File: config.mk
export PLATFORM = sky130hd
export DESIGN_NAME = fpga_vga_timing
export DESIGN_NICKNAME = d
export VERILOG_FILES = /design/src/rtl/fpga_vga_timing.sv
export SDC_FILE = /design/constraint.sdc
export NUM_CORES = 1
export LEC_CHECK = 0
export BUFFER_PORTS_ARGS = -buffer_cell sky130_fd_sc_hd__buf_2
export CAP_MARGIN = 10
export CORE_MARGIN = 5
export CORE_UTILIZATION = 46
export CTS_BUF_LIST = sky130_fd_sc_hd__clkbuf_8
export DETAILED_ROUTE_END_ITERATION = 6
export PLACE_DENSITY = 0.66
export SYNTH_ARGS = -nofsm -noshare
export SYNTH_HDL_FRONTEND = slang
export SYNTH_SLANG_ARGS = --single-unit
File: constraint.sdc
create_clock -name fpga_CLK_AUX -period 2.31 [get_ports fpga_CLK_AUX]
set_input_delay 0.231 -clock fpga_CLK_AUX [delete_from_list [all_inputs] [get_ports fpga_CLK_AUX]]
set_output_delay 0.231 -clock fpga_CLK_AUX [all_outputs]
set_load 0.01 [all_outputs]
File: src/rtl/fpga_vga_timing.sv
// -----------------------------------------------------------------------------
// fpga_vga_timing
// Free-running VGA raster timing generator. Horizontal and vertical position
// counters step on every cycle with en=1. The sync, display-enable, pixel
// coordinate and start-pulse outputs are decoded from those counters and
// registered.
//
// Ports:
//   fpga_CLK_AUX  in   pixel clock; all logic runs on its rising edge
//   fpga_NRST     in   asynchronous active-low reset
//   en            in   timing enable (level); while 0, counters and outputs hold
//   vga_hs        out  horizontal sync, active-low
//   vga_vs        out  vertical sync, active-low
//   vga_de        out  display enable, high inside the active area
//   pix_x [10:0]  out  active-area column, 0 outside the active area
//   pix_y [9:0]   out  active-area row, 0 outside the active area
//   frame_start   out  one-cycle pulse at pixel (0,0)
//   line_start    out  one-cycle pulse at column 0 of every active line
//
// Parameters must satisfy HTOT <= 2048 and VTOT <= 1024.
// -----------------------------------------------------------------------------
module fpga_vga_timing #(
  parameter int unsigned HDISP  = 640,
  parameter int unsigned VDISP  = 480,
  parameter int unsigned HFP    = 16,
  parameter int unsigned HPULSE = 96,
  parameter int unsigned HBP    = 48,
  parameter int unsigned VFP    = 11,
  parameter int unsigned VPULSE = 2,
  parameter int unsigned VBP    = 31
) (
  input  logic        fpga_CLK_AUX,
  input  logic        fpga_NRST,
  input  logic        en,
  output logic        vga_hs,
  output logic        vga_vs,
  output logic        vga_de,
  output logic [10:0] pix_x,
  output logic [9:0]  pix_y,
  output logic        frame_start,
  output logic        line_start
);

  localparam int unsigned HTOT = HDISP + HFP + HPULSE + HBP;
  localparam int unsigned VTOT = VDISP + VFP + VPULSE + VBP;

  localparam logic [10:0] H_LAST = 11'(HTOT - 1);
  localparam logic [9:0]  V_LAST = 10'(VTOT - 1);

  // Boundaries are one bit wider than the counters, so a sync region that
  // ends exactly at HTOT=2048 / VTOT=1024 does not wrap to zero.
  localparam logic [11:0] H_DISP_E  = 12'(HDISP);
  localparam logic [11:0] H_SYNC_B  = 12'(HDISP + HFP);
  localparam logic [11:0] H_SYNC_E  = 12'(HDISP + HFP + HPULSE);
  localparam logic [10:0] V_DISP_E  = 11'(VDISP);
  localparam logic [10:0] V_SYNC_B  = 11'(VDISP + VFP);
  localparam logic [10:0] V_SYNC_E  = 11'(VDISP + VFP + VPULSE);

  // hcnt_q/vcnt_q name the raster position the outputs take on at the next
  // enabled edge. Coming out of reset they therefore point at (0,0), and the
  // first enabled edge presents the frame origin.
  logic [10:0] hcnt_q, hcnt_d;
  logic [9:0]  vcnt_q, vcnt_d;

  logic        hs_d, vs_d, de_d, fs_d, ls_d;
  logic [10:0] px_d;
  logic [9:0]  py_d;
  logic        h_act_s, v_act_s;

  // Raster position advance with end-of-line and end-of-frame wrap.
  always_comb begin
    hcnt_d = hcnt_q;
    vcnt_d = vcnt_q;
    if (hcnt_q == H_LAST) begin
      hcnt_d = 11'd0;
      if (vcnt_q == V_LAST) begin
        vcnt_d = 10'd0;
      end else begin
        vcnt_d = vcnt_q + 10'd1;
      end
    end else begin
      hcnt_d = hcnt_q + 11'd1;
    end
  end

  // Output decode of the current position. vcnt only changes together with
  // the horizontal wrap, so vsync edges always land on a column-0 cycle.
  always_comb begin
    h_act_s = ({1'b0, hcnt_q} < H_DISP_E);
    v_act_s = ({1'b0, vcnt_q} < V_DISP_E);
    de_d    = h_act_s & v_act_s;
    hs_d    = ~(({1'b0, hcnt_q} >= H_SYNC_B) && ({1'b0, hcnt_q} < H_SYNC_E));
    vs_d    = ~(({1'b0, vcnt_q} >= V_SYNC_B) && ({1'b0, vcnt_q} < V_SYNC_E));
    if (de_d) begin
      px_d = hcnt_q;
      py_d = vcnt_q;
    end else begin
      px_d = 11'd0;
      py_d = 10'd0;
    end
    ls_d = (hcnt_q == 11'd0) && v_act_s;
    fs_d = (hcnt_q == 11'd0) && (vcnt_q == 10'd0);
  end

  // Counter and output registers; everything holds while en is low.
  always_ff @(posedge fpga_CLK_AUX or negedge fpga_NRST) begin
    if (!fpga_NRST) begin
      hcnt_q      <= 11'd0;
      vcnt_q      <= 10'd0;
      vga_hs      <= 1'b1;
      vga_vs      <= 1'b1;
      vga_de      <= 1'b0;
      pix_x       <= 11'd0;
      pix_y       <= 10'd0;
      frame_start <= 1'b0;
      line_start  <= 1'b0;
    end else if (en) begin
      hcnt_q      <= hcnt_d;
      vcnt_q      <= vcnt_d;
      vga_hs      <= hs_d;
      vga_vs      <= vs_d;
      vga_de      <= de_d;
      pix_x       <= px_d;
      pix_y       <= py_d;
      frame_start <= fs_d;
      line_start  <= ls_d;
    end
  end

endmodule
Word-level counts from Yosys, hierarchy flattened. Index checks and enable logic that the tools add are counted.

$add $sub $neg: 2. Magnitude comparators: 6. Equality and inequality tests: 2. Multiplexer cells: 4. Bitwise gates (word level): 3. Reduce and logical (&&, ||, !) cells: 7.

Operators with widths (count): less-than comparator 11 x 10 -> 1 bit, second input constant (2); two-way mux 11 bit (2); less-than comparator 10 x 9 -> 1 bit, second input constant (2); two-way mux 10 bit (2); adder 11 x 1 -> 11 bit, second input constant (1); == test 11 x 10 -> 1 bit, second input constant (1); >= comparator 11 x 10 -> 1 bit, second input constant (1); zero test 11 bit (1); adder 10 x 1 -> 10 bit, second input constant (1); == test 10 bit, second input constant (1); >= comparator 10 x 9 -> 1 bit, second input constant (1); zero test 10 bit (1); logical AND 1 bit (4); NOT 1 bit (2); AND reduction 2 bit (1); bitwise AND 1 bit (1).

Register bits after elaboration: 47. Bits of input ports: 3. Output and inout port bits: 26. Logic and storage cells: 33.

Depth between registers and ports, before layout.
Depth after elaboration: 3. Gate-level depth with buffers: 6. Depth with buffers taken out: 6.

Least setup slack after synthesis. No wires, ideal clock.

Path type: flip-flop to flip-flop. Start: register hcnt_q[5]. End: register hcnt_q[0]. Library setup time: 0.133 ns. Arrival: 1.565 ns. Required time: 2.177 ns. Slack: 0.612 ns. Cell stages (with the launch flop): 6. Period minus slack after synthesis: 1.698 ns. Cell sequence: dfrtp_1 buf_6 or3_4 or4_1 nand3_1 o21ai_0.

Longest elaborated chain between the ends: 2.

Ends and longest elaborated chain: start, declared (RTL line 62) `logic [10:0] hcnt_q, hcnt_d;`; start signal, assigned (RTL line 118) `hcnt_q <= hcnt_d;`; == test 11 x 10 -> 1 bit (RTL line 74) `if (hcnt_q == H_LAST) begin`; two-way mux 11 bit (RTL line 74).

No other way between the ends. A chain may end at the register's enable or synchronous reset.

Final worst setup path.
Start: register hcnt_q[5]. End: register vcnt_q[7].

Longest elaborated chain between the ends: 2.

Ends and longest elaborated chain: == test 11 x 10 -> 1 bit (RTL line 74); AND reduction 2 bit (no line); end signal, assigned (RTL line 119) `vcnt_q <= vcnt_d;`; end, declared (RTL line 63) `logic [9:0] vcnt_q, vcnt_d;`.

No other way between the ends.

==> results.json <==
{
  "synth_top_flop_cell": "dfrtp_1",
  "fin_crit_sh_pct": 77.9,
  "cts_sinks": 47,
  "powerDensity_nw_per_um2": 836,
  "io_buffers": 28,
  "setup_viol": 0,
  "yosysTopAreaCellShare_pct": 53.1,
  "dp_hpwl_um": 3140,
  "critPathKind": "reg2reg",
  "cts_resized": 0,
  "start_util_pct": 48.0,
  "rr_endpoint": "vcnt_q[7]",
  "postLayoutSetupSlackWorst_ps": 511,
  "setup_tns_ps": 0,
  "yosysWarnings": 0,
  "clock-root-buffer": "clkbuf_8",
  "finalCriticalPeriod_ps": 1800,
  "drv_slew": 0,
  "die_w_um": 77.9,
  "final_hold_viol_count": 6,
  "routed_wl_um": 4400,
  "mostFrequentLayoutCells": "dfrtp_1, buf_2, a22o_1",
  "finalNetCount": 222,
  "ys_top_cells_by_area": "dfrtp_1, a22o_1, xnor2_1",
  "synth_seq_cells": 47,
  "gp_congestion": 0.858,
  "status": "complete, but fails checks",
  "grt_pass1_vias": 1556,
  "ys_types": 36,
  "cts_inserted_buffers": 5,
  "syn_inst": 189,
  "n_antenna_cell": 0,
  "synth_edf_count": 0,
  "vias": 1562,
  "post-synth-top-area-cell": "dfrtp_1",
  "netlist_area_um2": 2120,
  "row_count": 24,
  "post_dp_cell_area_um2": 2290,
  "critPathLaunchType": "flop",
  "place_inst": 259,
  "overflow": 0,
  "clock_latency_ps": 300,
  "syn_nets": 197,
  "track_usage_pct": 15.4,
  "path_clk_slew_ps": 90,
  "cap_violations": 0,
  "grt_pass1_wl_um": 7510,
  "drtPass1Iterations": 4,
  "clock.fmax_ghz": 0.556,
  "leakage_uw": 0.00119,
  "vias_per_cell": 5.85,
  "hold_ws_ps": -4.97,
  "rr_worst_depth": 5,
  "grt_setup_unrepaired": "no",
  "coreArea_um2": 4410,
  "io_pins": 29,
  "drc": 0,
  "first_iter_violations": 78,
  "cts_max_path_buffers": 2,
  "post_cts_buffers": 0,
  "wire_per_inst_um": 16.5,
  "layout_commonest_cell": "dfrtp_1",
  "async_flop_share_pct": 100,
  "cts_hold_buf": 0,
  "required_ps": 2510,
  "crit_arrival_ps": 1990,
  "antenna_found_initial": 0,
  "grt_start_max_net_pins": 48,
  "worst-path-max-fanout": 15,
  "r2r_slack_ps": 510,
  "design_area_um2": 2430,
  "startpoint": "hcnt_q[5]",
  "fin_skew_ps": 5.99,
  "pre_cts_slack_ps": 532,
  "ant_nets": 0,
  "yosysSeqAreaShare_pct": 55.6,
  "drive_above_1_share_pct": 22.3,
  "end_kind": "flop",
  "avgSynthCellArea_um2": 11.2,
  "reg2reg_from": "hcnt_q[5]",
  "worst_pin_slew_ps": 749,
  "relSlewSlack_pct": 50.0,
  "ctsHtreeMaxLevel": 2,
  "dieArea_um2": 6070,
  "cts_tree": "yes",
  "holdCritPathClass": "in2async",
  "vdd_drop_max_mv": 0.264,
  "die_h_um": 77.9,
  "area_growth_pct": 14.4,
  "violations": "negative hold slack",
  "endpoint": "vcnt_q[7]",
  "fin_cells": 267
}
-- worst min-delay path by stage --
stage                        endpoint  slack [ps]  cells after the start
final                        pix_x[6]          -5                      2
after global routing         pix_x[6]          50                      2
after CTS                    pix_x[7]          20                      2
after detailed placement     pix_x[6]         350                      2
after global placement       pix_x[6]         340                      2
after floorplan           frame_start         -60                      0
-- flip-flops by register name (all words and copies together), names as in the netlist --
signal,cells
vcnt_q,10
vga_de,1
vga_hs,1
vga_vs,1
pix_x,11
line_start,1
pix_y,10
hcnt_q,11
frame_start,1
-- layout make-up --
type / count / area, um^2
flip-flops and latches: 47 / 1180
multi-input cells: 122 / 857
repair buffers: 31 / 163
clock inverters: 3 / 67.6
fillers: 394 / 1990
well taps: 52 / 65.1
inverters: 7 / 26.3
clock buffers: 5 / 68.8
-- power by group --
part	total (uW)	internal, uW	switching (uW)
clock network	704	431	273
logic	299	136	162
registers	1030	911	115
total	2030	1480	550
-- stage by stage --
| stage | hold WS (ps) | power [uW] | util [%] |
|---|---|---|---|
| after floorplan | -64.6 | 1240 | - |
| after global placement | 341 | 1330 | 51.9 |
| after detailed placement | 351 | 1340 | 51.9 |
| after CTS | 24.8 | 2050 | 55.0 |
| after global routing | 45.4 | 2130 | 55.0 |
| final | -4.97 | 2030 | 55.0 |
-- layer usage --
metal | GRT usage, % | share of wire (%)
met3 | 4.63 | 4.6
met4 | 4.56 | 1.4
met2 | 24.9 | 50
met5 | 0 | 0
met1 | 19.9 | 44
-- synthesized netlist by cell type (2+ instances only) --
library cell	n
a21o_1	3
a22o_1	19
nand3_1	12
clkbuf_1	11
ha_1	5
nor3_1	6
nor2_1	8
nand3b_1	2
o21ai_0	6
inv_1	7
dfstp_2	2
a31oi_1	3
nor2b_1	3
nand4_1	6
buf_6	2
xor2_1	4
nor4_1	2
dfrtp_1	45
and3_1	7
nand2_1	12
xnor2_1	9
-- worst max-delay path, stage by stage, from the launching register on --
cell	delay, ps
dfrtp_1	470
or3_4	440
nor4_4	270
buf_4	230
nand4_1	140
xnor2_1	150
-- kinds of logic (layout without fill, tap and decap cells) --
| logic type | count (synthesis) | count (layout) | share of synthesized area, % |
|---|---|---|---|
| flops | 47 | 47 | 55.6 |
| buf+inv | 20 | 46 | 4.25 |
| fa+ha+maj | 5 | 5 | 2.95 |
| compound gates | 38 | 38 | 14.3 |
| simple gates | 66 | 66 | 17.6 |
| xor+xnor | 13 | 13 | 5.37 |
Note: power is estimated with default switching activity, not from simulation.
